**src/rtl/cmp_iter.sv**
```systemverilog
// rtl/cmp_iter.sv - multi-cycle slice-serial RISC-V branch comparator (EQ/NE/LT/GE/LTU/GEU)
module cmp_iter #(
    parameter int WIDTH = 32,
    parameter int CHUNK = 8
) (
    input  logic             clk,
    input  logic             rst,
    input  logic             in_valid,
    output logic             in_ready,
    input  logic [WIDTH-1:0] rs1_d,
    input  logic [WIDTH-1:0] rs2_d,
    input  logic [2:0]       cmp_op,
    output logic             out_valid,
    input  logic             out_ready,
    output logic             b,
    output logic             busy
);

    localparam int NSLICE = WIDTH / CHUNK;
    localparam int IW     = (NSLICE > 1) ? $clog2(NSLICE) : 1;
    localparam logic [IW-1:0] TOP_IDX = IW'(NSLICE - 1);

    localparam logic [1:0] S_IDLE = 2'd0;
    localparam logic [1:0] S_RUN  = 2'd1;
    localparam logic [1:0] S_DONE = 2'd2;

    localparam logic [2:0] OP_EQ  = 3'b000;
    localparam logic [2:0] OP_NE  = 3'b001;
    localparam logic [2:0] OP_LT  = 3'b010;
    localparam logic [2:0] OP_GE  = 3'b011;
    localparam logic [2:0] OP_LTU = 3'b100;
    localparam logic [2:0] OP_GEU = 3'b101;

    logic [1:0]       state;
    logic [WIDTH-1:0] opa;
    logic [WIDTH-1:0] opb;
    logic [2:0]       op_q;
    logic [IW-1:0]    idx;
    logic             decided;
    logic             lt;

    logic [CHUNK-1:0] s1;
    logic [CHUNK-1:0] s2;
    logic             diff;
    logic             eq_n;
    logic             lt_n;
    logic             res;

    always_comb begin
        s1 = '0;
        s2 = '0;
        for (int i = 0; i < NSLICE; i++) begin
            if (idx == i[IW-1:0]) begin
                s1 = opa[i*CHUNK +: CHUNK];
                s2 = opb[i*CHUNK +: CHUNK];
            end
        end
        // Flipping the sign bit of the top slice turns signed order into unsigned order
        if (idx == TOP_IDX && (op_q == OP_LT || op_q == OP_GE)) begin
            s1[CHUNK-1] = ~s1[CHUNK-1];
            s2[CHUNK-1] = ~s2[CHUNK-1];
        end
    end

    assign diff = !decided && (s1 != s2);
    assign eq_n = !(decided || diff);
    assign lt_n = diff ? (s1 < s2) : lt;

    always_comb begin
        res = 1'b0;
        case (op_q)
            OP_EQ:  res = eq_n;
            OP_NE:  res = !eq_n;
            OP_LT:  res = lt_n;
            OP_LTU: res = lt_n;
            OP_GE:  res = !lt_n;
            OP_GEU: res = !lt_n;
            default: res = 1'b0;
        endcase
    end

    always_ff @(posedge clk or posedge rst) begin
        if (rst) begin
            state   <= S_IDLE;
            opa     <= '0;
            opb     <= '0;
            op_q    <= '0;
            idx     <= '0;
            decided <= 1'b0;
            lt      <= 1'b0;
            b       <= 1'b0;
        end else begin
            case (state)
                S_IDLE: begin
                    if (in_valid) begin
                        opa     <= rs1_d;
                        opb     <= rs2_d;
                        op_q    <= cmp_op;
                        idx     <= TOP_IDX;
                        decided <= 1'b0;
                        lt      <= 1'b0;
                        state   <= S_RUN;
                    end
                end
                S_RUN: begin
                    if (diff) begin
                        decided <= 1'b1;
                        lt      <= lt_n;
                        b       <= res;
                        state   <= S_DONE;
                    end else if (idx == '0) begin
                        decided <= 1'b0;
                        b       <= res;
                        state   <= S_DONE;
                    end else begin
                        idx <= idx - 1'b1;
                    end
                end
                S_DONE: begin
                    if (out_ready) begin
                        state <= S_IDLE;
                    end
                end
                default: state <= S_IDLE;
            endcase
        end
    end

    assign in_ready  = (state == S_IDLE);
    assign out_valid = (state == S_DONE);
    assign busy      = (state == S_RUN) || (state == S_DONE);

endmodule

```
**config.mk**
```make
export PLATFORM = sky130hd
export DESIGN_NAME = cmp_iter
export DESIGN_NICKNAME = d
export VERILOG_FILES = /design/src/rtl/cmp_iter.sv
export SDC_FILE = /design/constraint.sdc
export NUM_CORES = 1
export LEC_CHECK = 0
export BUFFER_PORTS_ARGS = -buffer_cell sky130_fd_sc_hd__buf_4
export CORE_MARGIN = 4
export CORE_UTILIZATION = 57
export CTS_BUF_LIST = sky130_fd_sc_hd__clkbuf_4
export DETAILED_ROUTE_END_ITERATION = 6
export PLACE_DENSITY = 0.79
export SYNTH_ARGS = -nofsm -noshare
export SYNTH_HDL_FRONTEND = slang
export SYNTH_SLANG_ARGS = --single-unit
export TNS_END_PERCENT = 1
```
**constraint.sdc**
```tcl
create_clock -name clk -period 3.7 [get_ports clk]
set_input_delay 0.185 -clock clk [delete_from_list [all_inputs] [get_ports clk]]
set_output_delay 0.185 -clock clk [all_outputs]
set_load 0.01 [all_outputs]
```
-- Yosys cells after proc, flatten, opt, wreduce, memory -nomap -nowiden
Index checks and enable logic that the tools add are counted.
- output and inout bits: 4
- word-level logic and storage cells: 79
- register bits after elaboration: 74
- bits of input ports: 71
- reduce and logical (&&, ||, !) cells: 21
- bitwise operators: 2
- muxes and demuxes: 29
- $lt $le $gt $ge: 1
- equal/unequal tests: 17
- add/subtract/negate cells: 1
- operators by type and width (cell ; count):
    2-to-1 mux 8 bit ; 8
    2-to-1 mux 2 bit ; 7
    2-to-1 mux 1 bit ; 9
    AND reduction 3 bit ; 3
    less-than comparator 8 bit ; 1
    != test 2 bit (second input constant) ; 4
    != test 8 bit ; 1
    == test 2 bit (second input constant) ; 3
    == test 3 x 2 -> 1 bit (second input constant) ; 2
    == test 3 bit (second input constant) ; 2
    case mux 2 bit (3 select lines) ; 1
    == test 2 x 1 -> 1 bit (second input constant) ; 2
    logical NOT 2 bit ; 2
    case mux 1 bit (2 select lines) ; 2
    case mux 1 bit (4 select lines) ; 1
    case mux 2 bit (2 select lines) ; 1
    AND reduction 2 bit ; 2
    AND reduction 4 bit ; 1
    nonzero test 2 bit ; 2
    OR reduction 2 bit ; 2
    == test 3 x 1 -> 1 bit (second input constant) ; 1
    logical NOT 1 bit ; 3
    logical NOT 3 bit ; 1
    logical OR 1 bit ; 3
    other kinds (5) ; 7

-- Longest topological paths before layout
- depth in word-level cells: 14
- mapped depth: 14

-- Worst setup path before layout
Ideal clock, no wire load.
- path kind: register -> register
- start point: reg idx[0]
- end point: reg state[0]
- setup time: 125 ps
- clock period less this slack: 2846 ps
- cell stages (with the launch flop): 15
- arrival time: 2721 ps
- path slack: 854 ps
- required time: 3575 ps
- cells stage by stage: dfrtp_1 -> inv_1 -> ha_1 -> clkbuf_1 -> nand3b_1 -> a21oi_1 -> a21oi_1 -> nor2_1 -> a21oi_1 -> ha_1 -> nand4_2 -> o21ba_2 -> nor2_4 -> a221oi_2 -> mux2_2
- cells in the longest elaborated chain, start to end: 11
- ends and longest elaborated chain (what ; line ; source):
    start: declaration ; 38 ; logic [IW-1:0] idx;
    start signal: assignment ; 116 ; idx <= idx - 1'b1;
    logical NOT 2 bit ; 53, 111 ;
    2-to-1 mux 8 bit (4 in a row) ; 53 ; if (idx == i[IW-1:0]) begin
    inverter 1 bit, on equally long branches ; 60, 61 ;
    2-to-1 mux 1 bit ; 59 ; if (idx == TOP_IDX && (op_q == OP_LT || op_q == OP_GE)) begin
    != test 8 bit ; 65 ; assign diff = !decided && (s1 != s2);
    logical AND 1 bit ; 65 ;
    != test 3 bit (no line) or 2-to-1 mux 2 bit (tied branches) ; - ;
    AND reduction 3 bit (no line) or case mux 2 bit (3 select lines) (tied branches) ; - ;
    end signal: assignment ; 84 ; state <= S_IDLE;
    end signal: assignment ; 102 ; state <= S_RUN;
    end signal: assignment ; 110 ; state <= S_DONE;
    end: declaration ; 34 ; logic [1:0] state;
Parallel ways exist; a longest one is shown, timed or not.
A chain may end at the register's enable or synchronous reset.

-- Worst setup path in the final report
- start point: reg idx[0]
- end point: reg state[1]
The elaborated chain is that of the path after synthesis.

==> impl.org <==
** Outcome
- The flow ran to the end, and the final reports show no timing, DRC or antenna violations.

** Floorplanning
- Die Ht :: a little under 90 um
- The die covers between 0.008 and 0.009 mm2.
- Number of I/O pins :: 75
- The floorplan step defined a core boundary enclosing about 0.0064 mm2.
- The initial utilization of the core area, before any placement, comes to between 50% and 60%.
- The floorplan step set the die width to between 80 and 90 um.
- The floorplan has 29 rows.

** STA
- Final period util :: approximately nine tenths
- Across all setup checks in the final design, the least slack found is 0.318 ns.
- The clock period could shrink to around 3.4 ns.
- For the pin with the worst max-slew slack, the measured transition is about 0.86 ns.
- The final number of max-transition violations was 0.
- Endpoints failing hold :: 0
- Setup repair after global routing left no endpoint under its margin.
- Sum of negative setup slack :: 0 ns
- Max_slew headroom :: around 42%
- Maximum clock frequency :: just under 300 MHz
- Final setup violation count :: 0
- Setup Skew :: 0.0127 ns

** Synthesis
- Of all flip-flops after synthesis, the portion carrying an async set or reset was 100%.
- Mapped Cells :: roughly 340
- Sequential cells were found to cover between 40% and 50% of the synthesized design area.
- In this run, synthesis produced a sequential element count of 74.
- Top_reg_cell synth :: dfrtp_1
- Total number of yosys warnings :: 0
- Syn Area/Cell :: ~11 um2
- The synthesized design spends more area on one cell type than any other, namely dfrtp_1.
- Number of enable-type register cells in the synthesized netlist :: 0
- Area of the mapped netlist :: 0.00379 mm2
- Count of unique library cells instantiated by Yosys :: 35
- After synthesis, the largest area contributor takes up between 40% and 50% of total cell area.
- Post-synthesis net count :: 425
- After synthesis, the cell types taking the most area are dfrtp_1 (49%), mux2_2 (21%), a21oi_1 (5.6%).

** Setup path
- In this run the critical register-to-register path is launched from idx[0]$_DFFE_PP0P_.
- Endpoint of the most critical register-to-register path :: state[1]$_DFFE_PP0P_
- For the worst setup path, the data arrival time is ~3.7 ns.
- Cell repeated most along the worst path :: a21oi_1
- Endpoint class of the critical path :: register
- Grouping stages by cell kind, the critical path spends the most delay in adder cells.
- On the worst path, the slowest cell contributes a delay of 0.58 ns.
- For the worst flop-to-flop path, the logic depth is 14.
- The slowest stage of the critical path is the ha_1 cell.
- Ordered list of cells on the worst path :: inv_1 -> ha_1 -> buf_4 -> nand3b_1 -> a21oi_1 -> a21oi_1 -> nor2_1 -> a21oi_1 -> ha_1 -> nand4_2 -> o21ba_2 -> nor2_4 -> a221oi_2 -> mux2_2
- The setup path with the least slack is of type register to register.
- The critical path contains buffers and inverters numbering 2 combined.
- Data on the critical path is required at its endpoint by 4.02 ns.
- Type of origin of the critical path :: register
- Setup slack on the worst flop-to-flop path :: approximately 0.32 ns
- Maximum fanout along the worst path :: 16

** Power and ir drop
- Leakage power figure :: around 2.3 nW
- Clock share of power :: around 13%
- Overall power consumption after layout is estimated at 0.00390 W.
- Dividing total power by cell area gives a power density of approximately 750 mW/mm2.
- Proportion of total power due to net switching :: approximately 38%
- NetSw :: between 0.001 and 0.0015 W
- Cell internal power was estimated by the tool at between 0.002 and 0.0025 W.
- Registers are responsible for 38.3% of the overall power.
- Combinational cells account for ~50% of the total power.
- Max VDD drop :: between 500 and 600 uV

** Route
- Using the TritonRoute via totals, the vias-per-cell ratio works out to approximately 5.6.
- In the final routed layout, each cell accounts on average for about 17 um.
- Detailed Routing Iterations Pass 1 :: 4
- After the first detailed-routing iteration, the DRC count stood at about 150.
- Count of antenna-violating nets left after detailed routing :: 0
- Total DRC errors in the routed layout :: 0
- The routed layout has roughly 3.1k vias.
- Total Routed Length :: a little under 10,000 um

** Min path
- The path class of the tightest hold or removal check is input pin to register.
- The path with the worst hold slack has its endpoint at decided$_DFFE_PP0P_.
- In this run the most critical hold path is launched from in_valid.
- Along the worst hold path, the cell count comes to 3.

** GRT
- Largest net degree at the start of global routing :: 50
- The initial antenna violation count was 0.
- Global-route congestion overflow total :: 0
- The number of global-route vias before repair was around 3.4k.
- The first global-routing pass estimated about 16,000 um of wire.
- Across every metal layer, demand over resource in global routing totals about 27%.

** Final layout
- The repair_antennas step left the layout with diodes totalling 0.
- For this run, the share of the core covered by cells in the final layout is 82.0%.
- The finished layout holds approximately 560 standard cells, fillers aside.
- Area delta synth->final :: 38.3%
- Cells with a size suffix above 1 make up between 30% and 40% of the layout.
- Number of nets in the layout :: between 500 and 600

** Clock tree
- The tree is rooted in a clkbuf_4.
- TritonCTS buffer count :: 9
- In this run the post-CTS setup repair buffer count came out at 0.
- Clock-pin slew on the worst setup and hold paths :: ~0.12 ns
- Sinks on Clock Net :: between 70 and 80
- TritonCTS clock tree :: done
- Skew-Pair Late Insertion Delay :: between 0.4 and 0.5 ns
- Longest Clk Path Bufs :: 2
- Total number of H-tree levels :: 3

** Placed design
- Worst Setup Slack post-DPL :: between 0.3 and 0.4 ns
- Port buffering added 74 buffers.
- Final RePlAce weighted congestion :: approximately 0.86
- Detailed-placement wirelength estimate :: roughly 6000 um
- In this run, placement finished with an instance count of around 480.

** Job
- Max capacitance violation total :: 0
-- cells by family (layout without fill, tap and decap cells) --
| kind of cell | after synthesis | after routing | share of synthesized area [%] |
|---|---|---|---|
| and+or+nand+nor | 76 | 76 | 10.2 |
| DFF | 74 | 74 | 48.9 |
| AOI/OAI and AO/OA | 72 | 72 | 11.2 |
| muxes | 70 | 70 | 20.8 |
| buffers and inverters | 27 | 174 | 2.87 |
| adders and majority gates | 16 | 16 | 5.29 |
| xor gates and xnor gates | 3 | 3 | 0.694 |
-- power groups by stage --
stage	logic, W	registers (W)	clock network (W)
6_report	0.00192	0.00150	0.000488
3_3_place_gp	0.00178	0.00147	0
5_1_grt	0.00215	0.00154	0.000533
3_5_place_dp	0.00184	0.00150	0
4_1_cts	0.00191	0.00148	0.000500
2_1_floorplan	0.00146	0.00140	0
-- cell usage after synthesis (all sizes together) (2+ instances only) --
cell and number:
dfrtp 74, mux2 69, a21oi 42, nand2 30, nor2 18, ha 16, nand3b 15, o21ai 13
clkbuf 12, inv 8, buf 7, nor2b 4, a211oi 3, nand4 3, nor3 3, xnor2 3
a21o 2, a221oi 2, a31oi 2, nand2b 2, o211ai 2
-- worst max path at each step --
stage | startpoint | endpoint | slack [ns] | cells past startpoint
after floorplan | idx[0]$_DFFE_PP0P_ | state[0]$_DFFE_PP0P_ | 0.85 | 14
after global placement | idx[0]$_DFFE_PP0P_ | state[1]$_DFFE_PP0P_ | 0.54 | 14
after detailed placement | idx[0]$_DFFE_PP0P_ | state[1]$_DFFE_PP0P_ | 0.37 | 14
after CTS | idx[0]$_DFFE_PP0P_ | state[1]$_DFFE_PP0P_ | 0.35 | 14
after global routing | idx[0]$_DFFE_PP0P_ | b$_DFFE_PP0P_ | 0.02 | 14
final | idx[0]$_DFFE_PP0P_ | state[1]$_DFFE_PP0P_ | 0.32 | 14
-- cell type report --
class / instances / area (um2)
Multi-Input combinational cell: 237 / 1830
Inverter: 8 / 30.0
Timing Repair Buffer: 150 / 1300
Tap cell: 77 / 96.3
Fill cell: 385 / 1150
Clock inverter: 6 / 57.6
Sequential cell: 74 / 1850
Clock buffer: 10 / 75.1
-- cells in the final DEF (no fill, tap or decap), types with 2 or more instances in the layout --
cell           synthesis  final
a211oi_1               3      3
a21oi_1               42     42
a221oi_2               2      2
a31oi_1                2      2
buf_4                  0     82
clkbuf_4               0     10
clkinv_2               0      3
dfrtp_1               74     74
dlygate4sd3_1          0     68
ha_1                  16     16
inv_1                  8      7
mux2_2                69     69
nand2_1               30     29
nand2b_1               2      2
nand3b_1              15     15
nand4_1                2      2
nor2_1                17     17
nor2b_1                4      4
nor3_1                 2      2
o211ai_1               2      2
o21ai_0               12     12
xnor2_1                3      3
-- registers in the layout, indices dropped and copies added, names as in the netlist --
register  cells
lt            1
opb          32
state         2
op_q          3
opa          32
decided       1
idx           2
b             1
-- timing repair --
| action | CTS | global route |
|---|---|---|
| hold buffers | 68 | 0 |
| resized for setup | 0 | 0 |
| endpoints found under the hold margin | 92 | 0 |
-- stage by stage --
stage / area, um2 / hold WS [ns]
after floorplan: 3790 / 0.336
after global placement: 4420 / 0.262
after detailed placement: 4420 / 0.280
after CTS: 5240 / 0.0497
after global routing: 5240 / 0.0698
final: 5240 / 0.0659
-- routing by layer --
metal	part of all wire, %	vias to the layer above	wire length [um]	global-route usage, %
li1	-	1485	-	-
met1	39	1546	3810	31.2
met2	54	94	5210	49.5
met3	4.1	18	397	5.25
met4	2.3	0	225	9.88
met5	0	-	0	0
-- worst register-to-register path, delay by kind of cell, from the launching register on --
kind	cells	cell delay (ns)
compound gates	5	0.81
fa+ha+maj	2	0.89
buf+inv	2	0.36
flops	1	0.45
mux	1	0.38
simple gates	4	0.38
(Power assumes the default switching activity.)
